## src/rtl/mips_pipe_pkg.sv

```systemverilog
// Constants and types shared by the fetch/decode pipeline registers of the 5-stage MIPS core.
package mips_pipe_pkg;

  localparam logic [31:0] NOP_INSTR        = 32'h0000_0000;
  localparam logic [31:0] RESET_PC_DEFAULT = 32'h0000_0000;
  localparam int unsigned CTRL_W_DEFAULT   = 10;

  // Watchdog run counter is sized for the largest legal MAX_STALL (15).
  localparam int unsigned RUN_CNT_W = 4;

  typedef enum logic [1:0] {
    StRun,
    StStall,
    StTrip
  } wd_state_e;

endpackage

```

## src/rtl/sat_counter.sv

```systemverilog
// Event counter that sticks at all-ones; a synchronous clear overrides a same-cycle increment.
module sat_counter #(
  parameter int unsigned CNT_W = 16
) (
  input  logic             clk,
  input  logic             rst_n,
  input  logic             inc_i,
  input  logic             clr_i,
  output logic [CNT_W-1:0] cnt_o
);

  localparam logic [CNT_W-1:0] One = {{(CNT_W-1){1'b0}}, 1'b1};

  logic [CNT_W-1:0] cnt_q, cnt_d;

  always_comb begin
    cnt_d = cnt_q;
    if (clr_i) begin
      cnt_d = '0;
    end else if (inc_i && (cnt_q != '1)) begin
      cnt_d = cnt_q + One;
    end
  end

  always_ff @(posedge clk or negedge rst_n) begin
    if (!rst_n) begin
      cnt_q <= '0;
    end else begin
      cnt_q <= cnt_d;
    end
  end

  assign cnt_o = cnt_q;

endmodule

```

## src/rtl/pipeline_hazard_responder.sv

```systemverilog
// Applies hazard-unit hold/flush/bubble requests to the PC, IF/ID and ID/EX control registers,
// and watches for runaway stalls.
module pipeline_hazard_responder
  import mips_pipe_pkg::*;
#(
  parameter logic [31:0] RESET_PC  = RESET_PC_DEFAULT,
  parameter int unsigned CTRL_W    = CTRL_W_DEFAULT,
  parameter int unsigned MAX_STALL = 4,
  parameter int unsigned CNT_W     = 16
) (
  input  logic              clk,
  input  logic              rst_n,
  input  logic              pc_hold_i,
  input  logic              ifid_hold_i,
  input  logic              if_flush_i,
  input  logic              ctrl_mux_i,
  input  logic              branch_taken_i,
  input  logic [31:0]       branch_target_i,
  input  logic [31:0]       imem_instr_i,
  input  logic [CTRL_W-1:0] id_ctrl_i,
  input  logic              clr_counters_i,
  output logic [31:0]       pc_o,
  output logic [31:0]       ifid_instr_o,
  output logic [31:0]       ifid_pc_plus4_o,
  output logic              ifid_valid_o,
  output logic [CTRL_W-1:0] idex_ctrl_o,
  output logic [CNT_W-1:0]  stall_cnt_o,
  output logic [CNT_W-1:0]  flush_cnt_o,
  output logic              stall_timeout_o
);

  localparam logic [RUN_CNT_W-1:0] MaxStall = RUN_CNT_W'(MAX_STALL);
  localparam logic [RUN_CNT_W-1:0] RunOne   = RUN_CNT_W'(1);

  logic [31:0]       pc_q, pc_d;
  logic [31:0]       pc_plus4;
  logic [31:0]       ifid_instr_q, ifid_instr_d;
  logic [31:0]       ifid_pc_plus4_q, ifid_pc_plus4_d;
  logic              ifid_valid_q, ifid_valid_d;
  logic [CTRL_W-1:0] idex_ctrl_q, idex_ctrl_d;
  logic              flush_fire;

  wd_state_e             state_q;
  logic [RUN_CNT_W-1:0]  run_cnt_q;
  logic                  timeout_q;

  assign pc_plus4 = pc_q + 32'd4;

  // A held PC ignores the branch: the hazard unit re-presents it once the stall clears.
  always_comb begin
    pc_d = pc_q;
    if (!pc_hold_i) begin
      pc_d = branch_taken_i ? branch_target_i : pc_plus4;
    end
  end

  // Hold wins over flush so the load-use case keeps the dependent instruction in ID.
  assign flush_fire = if_flush_i && !ifid_hold_i;

  always_comb begin
    ifid_instr_d    = ifid_instr_q;
    ifid_pc_plus4_d = ifid_pc_plus4_q;
    ifid_valid_d    = ifid_valid_q;
    if (!ifid_hold_i) begin
      if (if_flush_i) begin
        ifid_instr_d    = NOP_INSTR;
        ifid_pc_plus4_d = '0;
        ifid_valid_d    = 1'b0;
      end else begin
        ifid_instr_d    = imem_instr_i;
        ifid_pc_plus4_d = pc_plus4;
        ifid_valid_d    = 1'b1;
      end
    end
  end

  assign idex_ctrl_d = ctrl_mux_i ? '0 : id_ctrl_i;

  always_ff @(posedge clk or negedge rst_n) begin
    if (!rst_n) begin
      pc_q            <= RESET_PC;
      ifid_instr_q    <= NOP_INSTR;
      ifid_pc_plus4_q <= '0;
      ifid_valid_q    <= 1'b0;
      idex_ctrl_q     <= '0;
    end else begin
      pc_q            <= pc_d;
      ifid_instr_q    <= ifid_instr_d;
      ifid_pc_plus4_q <= ifid_pc_plus4_d;
      ifid_valid_q    <= ifid_valid_d;
      idex_ctrl_q     <= idex_ctrl_d;
    end
  end

  // Watchdog: counts consecutive pc_hold cycles; the trip is sticky until cleared.
  always_ff @(posedge clk or negedge rst_n) begin
    if (!rst_n) begin
      state_q   <= StRun;
      run_cnt_q <= '0;
      timeout_q <= 1'b0;
    end else if (clr_counters_i) begin
      state_q   <= StRun;
      run_cnt_q <= '0;
      timeout_q <= 1'b0;
    end else begin
      unique case (state_q)
        StRun: begin
          if (pc_hold_i) begin
            state_q   <= StStall;
            run_cnt_q <= RunOne;
          end
        end
        StStall: begin
          if (pc_hold_i) begin
            run_cnt_q <= run_cnt_q + RunOne;
            if ((run_cnt_q + RunOne) == MaxStall) begin
              state_q   <= StTrip;
              timeout_q <= 1'b1;
            end
          end else begin
            state_q   <= StRun;
            run_cnt_q <= '0;
          end
        end
        StTrip: begin
          timeout_q <= 1'b1;
        end
        default: begin
          state_q   <= StRun;
          run_cnt_q <= '0;
          timeout_q <= 1'b0;
        end
      endcase
    end
  end

  sat_counter #(
    .CNT_W (CNT_W)
  ) u_stall_cnt (
    .clk   (clk),
    .rst_n (rst_n),
    .inc_i (pc_hold_i),
    .clr_i (clr_counters_i),
    .cnt_o (stall_cnt_o)
  );

  sat_counter #(
    .CNT_W (CNT_W)
  ) u_flush_cnt (
    .clk   (clk),
    .rst_n (rst_n),
    .inc_i (flush_fire),
    .clr_i (clr_counters_i),
    .cnt_o (flush_cnt_o)
  );

  assign pc_o            = pc_q;
  assign ifid_instr_o    = ifid_instr_q;
  assign ifid_pc_plus4_o = ifid_pc_plus4_q;
  assign ifid_valid_o    = ifid_valid_q;
  assign idex_ctrl_o     = idex_ctrl_q;
  assign stall_timeout_o = timeout_q;

endmodule
```

## config.mk

```make
export PLATFORM = sky130hd
export DESIGN_NAME = pipeline_hazard_responder
export DESIGN_NICKNAME = d
export VERILOG_FILES = /design/src/rtl/mips_pipe_pkg.sv /design/src/rtl/sat_counter.sv /design/src/rtl/pipeline_hazard_responder.sv
export SDC_FILE = /design/constraint.sdc
export NUM_CORES = 1
export LEC_CHECK = 0
export CAP_MARGIN = 15
export CELL_PAD_IN_SITES_DETAIL_PLACEMENT = 1
export CELL_PAD_IN_SITES_GLOBAL_PLACEMENT = 1
export CORE_MARGIN = 3
export CORE_UTILIZATION = 36
export CTS_CLUSTER_SIZE = 20
export DETAILED_ROUTE_END_ITERATION = 7
export PLACE_DENSITY = 0.9
export SLEW_MARGIN = 30
export SYNTH_ARGS = -nofsm -noshare
export SYNTH_HDL_FRONTEND = slang
export SYNTH_HIERARCHICAL = 1
export SYNTH_SLANG_ARGS = --single-unit
```

## constraint.sdc

```tcl
create_clock -name clk -period 2.6 [get_ports clk]
set_input_delay 0.78 -clock clk [delete_from_list [all_inputs] [get_ports clk]]
set_output_delay 0.78 -clock clk [all_outputs]
set_load 0.05 [all_outputs]
```

==> results.tsv <==
stage	metric	value	unit
setup_path	cp-end-kind	primary output	
power_and_ir_drop	p_leak	0.00455	uW
synthesis	synthFlopType	dfrtp_1	
detailed_routing	firstDrtPassIters	5	
setup_path	crit_buf_inv	1	
die	die_x	154	microns
timing	finalSetupViolations	0	
layout	nets	1129	
clock_tree	postCtsSetupBuffers	0	
timing	fmax	0.395	GHz
synthesis	synth_xor_area_share	1.34	%
synthesis	avgSynthCellArea	9.47	sq um
detailed_routing	avgRoutedWirePerCell	20.5	microns
clock_tree	htreeDepth	4	
detailed_routing	wirelength	27200	microns
synthesis	synth_cells	830	
setup_path	worstPathArrival	1750	ps
synthesis	synth_compound_area_share	18.3	%
clock_tree	ctsHoldBuffers	0	
clock_tree	cts_buffers	17	
layout	postLayoutCoreUtil	52.0	%
grt	grt_pass1_vias	7898	
setup_path	cp-start-kind	register	
setup_path	crit_chain	clkdlybuf4s50_1	
grt	antenna_found_initial	1	
synthesis	syn-cell-area	7860	sq um
die	coreArea	21200	sq um
clock_tree	ctsRootBufferMaster	clkbuf_16	
run_status	outcome	finished clean	
place	post-place-cells	1295	
synthesis	synth_mux_area_share	2.09	%
timing	fin_skew	9.77	ps
detailed_routing	via_per_inst	5.73	
timing	min_period	2530	ps
detailed_routing	drcViolationCount	0	
power_and_ir_drop	p_total	7120	uW
grt	grt_use_total	22.7	%
die	start_util	37.0	%
timing	relSlewSlack	58.2	%
detailed_routing	via_count	7613	
synthesis	ys_seq_area_share	46.5	%
timing	setup-tns-final	0	ps
clock_tree	clockBufferDepth	2	
power_and_ir_drop	power_density	645	nW/um^2
synthesis	async_reset_ff_share	100	%
timing	tightest_slew	626	ps
synthesis	synth_edf_count	0	
setup_path	path_class	register to primary output	
layout	area_growth	40.5	%
synthesis	ys_types	66	
place	dpl.hpwl	19100	microns
synthesis	ys_seq_elements	146	
setup_path	crit_family	buffers and inverters	
layout	fill_cells	2391	
synthesis	synth_fp_nets	920	
grt	grt_pass1_wl	43900	microns
flow_run	drv_cap	0	
synthesis	yosysWarnings	6	
setup_path	cpPeakStageDelay	850	ps
layout	drive_gt1_share	9.89	%
place	pre_cts_slack	115	ps
clock_tree	clk_pin_slew_worst_paths	60	ps
clock_tree	cts_tree	yes	
place	place.gp.congestion	0.822	
setup_path	cp_max_fo	6	
synthesis	synthSimpleGateAreaFrac	26.1	%
setup_path	cpMaxStageDelayCell	clkdlybuf4s50_1	
power_and_ir_drop	peakVddDrop	445	uV
detailed_routing	drt_iter0_markers	538	
timing	rsz0062_at_grt	false	
setup_path	required	1820	ps
timing	drv_slew	0	
clock_tree	cts_num_sinks	146	
synthesis	synth-adder-area-share	1.27	%
timing	final.setup.worst_slack	68.9	ps
grt	grt_max_degree	89	
place	io_buffers	221	
layout	stdcell_count	1328	
grt	grt-ovfl-total	0	
die	dieArea	23600	sq um
timing	hold_viol	0	
die	placementRows	53	
die	io_pins	222	
clock_tree	cts_resized	8	
clock_tree	clkLatencyLatePin	430	ps
timing	fin_crit_sh	97.3	%
detailed_routing	drtAntennaViolNets	0	
die	die_h	154	microns
synthesis	synth_top_family_by_area	simple AND/OR/NAND/NOR gates	
min_path	hold_class	input pin to asynchronous set/reset pin	
## cells by family after synthesis
kind of cell / Yosys count
buffers and inverters: 85
xor gates and xnor gates: 12
adders and majority gates: 8
AOI/OAI and AO/OA: 213
muxes: 15
and+or+nand+nor: 351
DFF: 146
## power breakdown
group          total, uW  switching [uW]  internal (uW)  leakage, uW
clock network       2510            1050           1460     0.000275
logic               1910            1230            679      0.00238
registers           2700             232           2460      0.00189
## cells in the final DEF, fill, tap and decap left out, drive strengths merged, types with 6 or more instances in the layout
cell	synthesis	routed
buf	15	43
dlygate4sd2	0	8
dlymetal6s2s	0	10
nor2b	24	24
nand3	34	34
clkdlybuf4s50	0	195
a21oi	33	33
mux2	11	11
nor3b	12	12
a221o	9	9
nor4	18	18
nand2	74	74
o21ai	66	66
and4	10	10
or4	22	22
a31oi	6	6
dfrtp	146	146
inv	19	23
or3	15	15
nand4	30	30
clkbuf	51	19
and3	8	8
nand2b	38	38
nor3	28	28
nor2	25	25
o211ai	9	9
a211o	7	7
a22oi	18	18
ha	8	8
xnor2	9	9
o31ai	21	21
a22o	12	12
## state kept, by name, summed over array words and instances, names as in the netlist
name,cells
ifid_instr_o,32
ifid_pc_plus4_o,32
pc_o,32
u_flush_cnt/cnt_o,16
u_stall_cnt/cnt_o,16
idex_ctrl_o,10
run_cnt_q,4
state_q,2
ifid_valid_o,1
stall_timeout_o,1
## final timing paths
check	from	end	slack, ps	depth (start not counted)
max	pc_o[25]$_DFFE_PN0N_	pc_o[25]	70	1
min	rst_n	ifid_instr_o[12]$_DFFE_PN0N_	270	1
max reg2reg	pc_o[2]$_DFFE_PN0N_	ifid_pc_plus4_o[16]$_DFFE_PN0N_	230	6
min reg2reg	ifid_instr_o[6]$_DFFE_PN0N_	ifid_instr_o[6]$_DFFE_PN0N_	480	2
max in group asynchronous	rst_n	u_flush_cnt/cnt_o[5]$_DFFE_PN0P_	1620	2
min in group clk	ifid_instr_o[6]$_DFFE_PN0N_	ifid_instr_o[6]$_DFFE_PN0N_	480	2
## layout make-up
cell class | count | area [sq um] | share of cell area, %
Clock buffer | 19 | 443 | 4.01
Sequential cell | 146 | 3650 | 33.1
Inverter | 19 | 71.3 | 0.646
Clock inverter | 13 | 153 | 1.38
Tap cell | 275 | 344 | 3.12
Timing Repair Buffer | 256 | 2510 | 22.7
Antenna cell | 1 | 2.50 | 0.0227
Multi-Input combinational cell | 599 | 3860 | 35.0
## Yosys cell counts, drive strengths merged (3+ instances only)
cell,n,area [sq um]
xor2,3,26.3
a211o,7,61.3
mux2,11,124
dfrtp,146,3650
nand4,30,228
or3,15,96.3
o31a,3,26.3
a221o,9,90.1
nor3,28,140
or4,22,174
o31ai,21,158
o311ai,4,35.0
and2,3,18.8
nor2b,24,150
a31oi,6,37.5
nand3b,3,22.5
a2111oi,5,43.8
nor2,25,93.8
xnor2,9,78.8
o21bai,3,22.5
nand2b,38,238
nand3,34,170
or2,3,18.8
ha,8,100
a21o,3,22.5
nor4,18,155
and3,8,50.1
a21oi,33,165
o21ai,66,330
nor3b,12,90.1
and4,10,92.6
buf,15,82.6
a22o,12,105
nand2,74,278
o211ai,9,77.6
mux2i,4,40.0
inv,19,71.3
a22oi,18,135
clkbuf,51,191
## per-stage QoR
stage | instance area [sq um] | hold WS, ps
2_1_floorplan | 7860 | 484
3_3_place_gp | 10400 | 460
3_5_place_dp | 10400 | 477
4_1_cts | 11000 | 265
5_1_grt | 11000 | 276
6_report | 11000 | 267
## metal layers
layer / vias up / wire [microns] / GRT usage, %
li1: 3505 / - / -
met4: 0 / 729 / 7.44
met1: 3802 / 11200 / 28.9
met5: - / 0 / 0
met3: 52 / 1450 / 5.01
met2: 254 / 13800 / 38.6
Note: power is estimated with default switching activity, not from simulation.
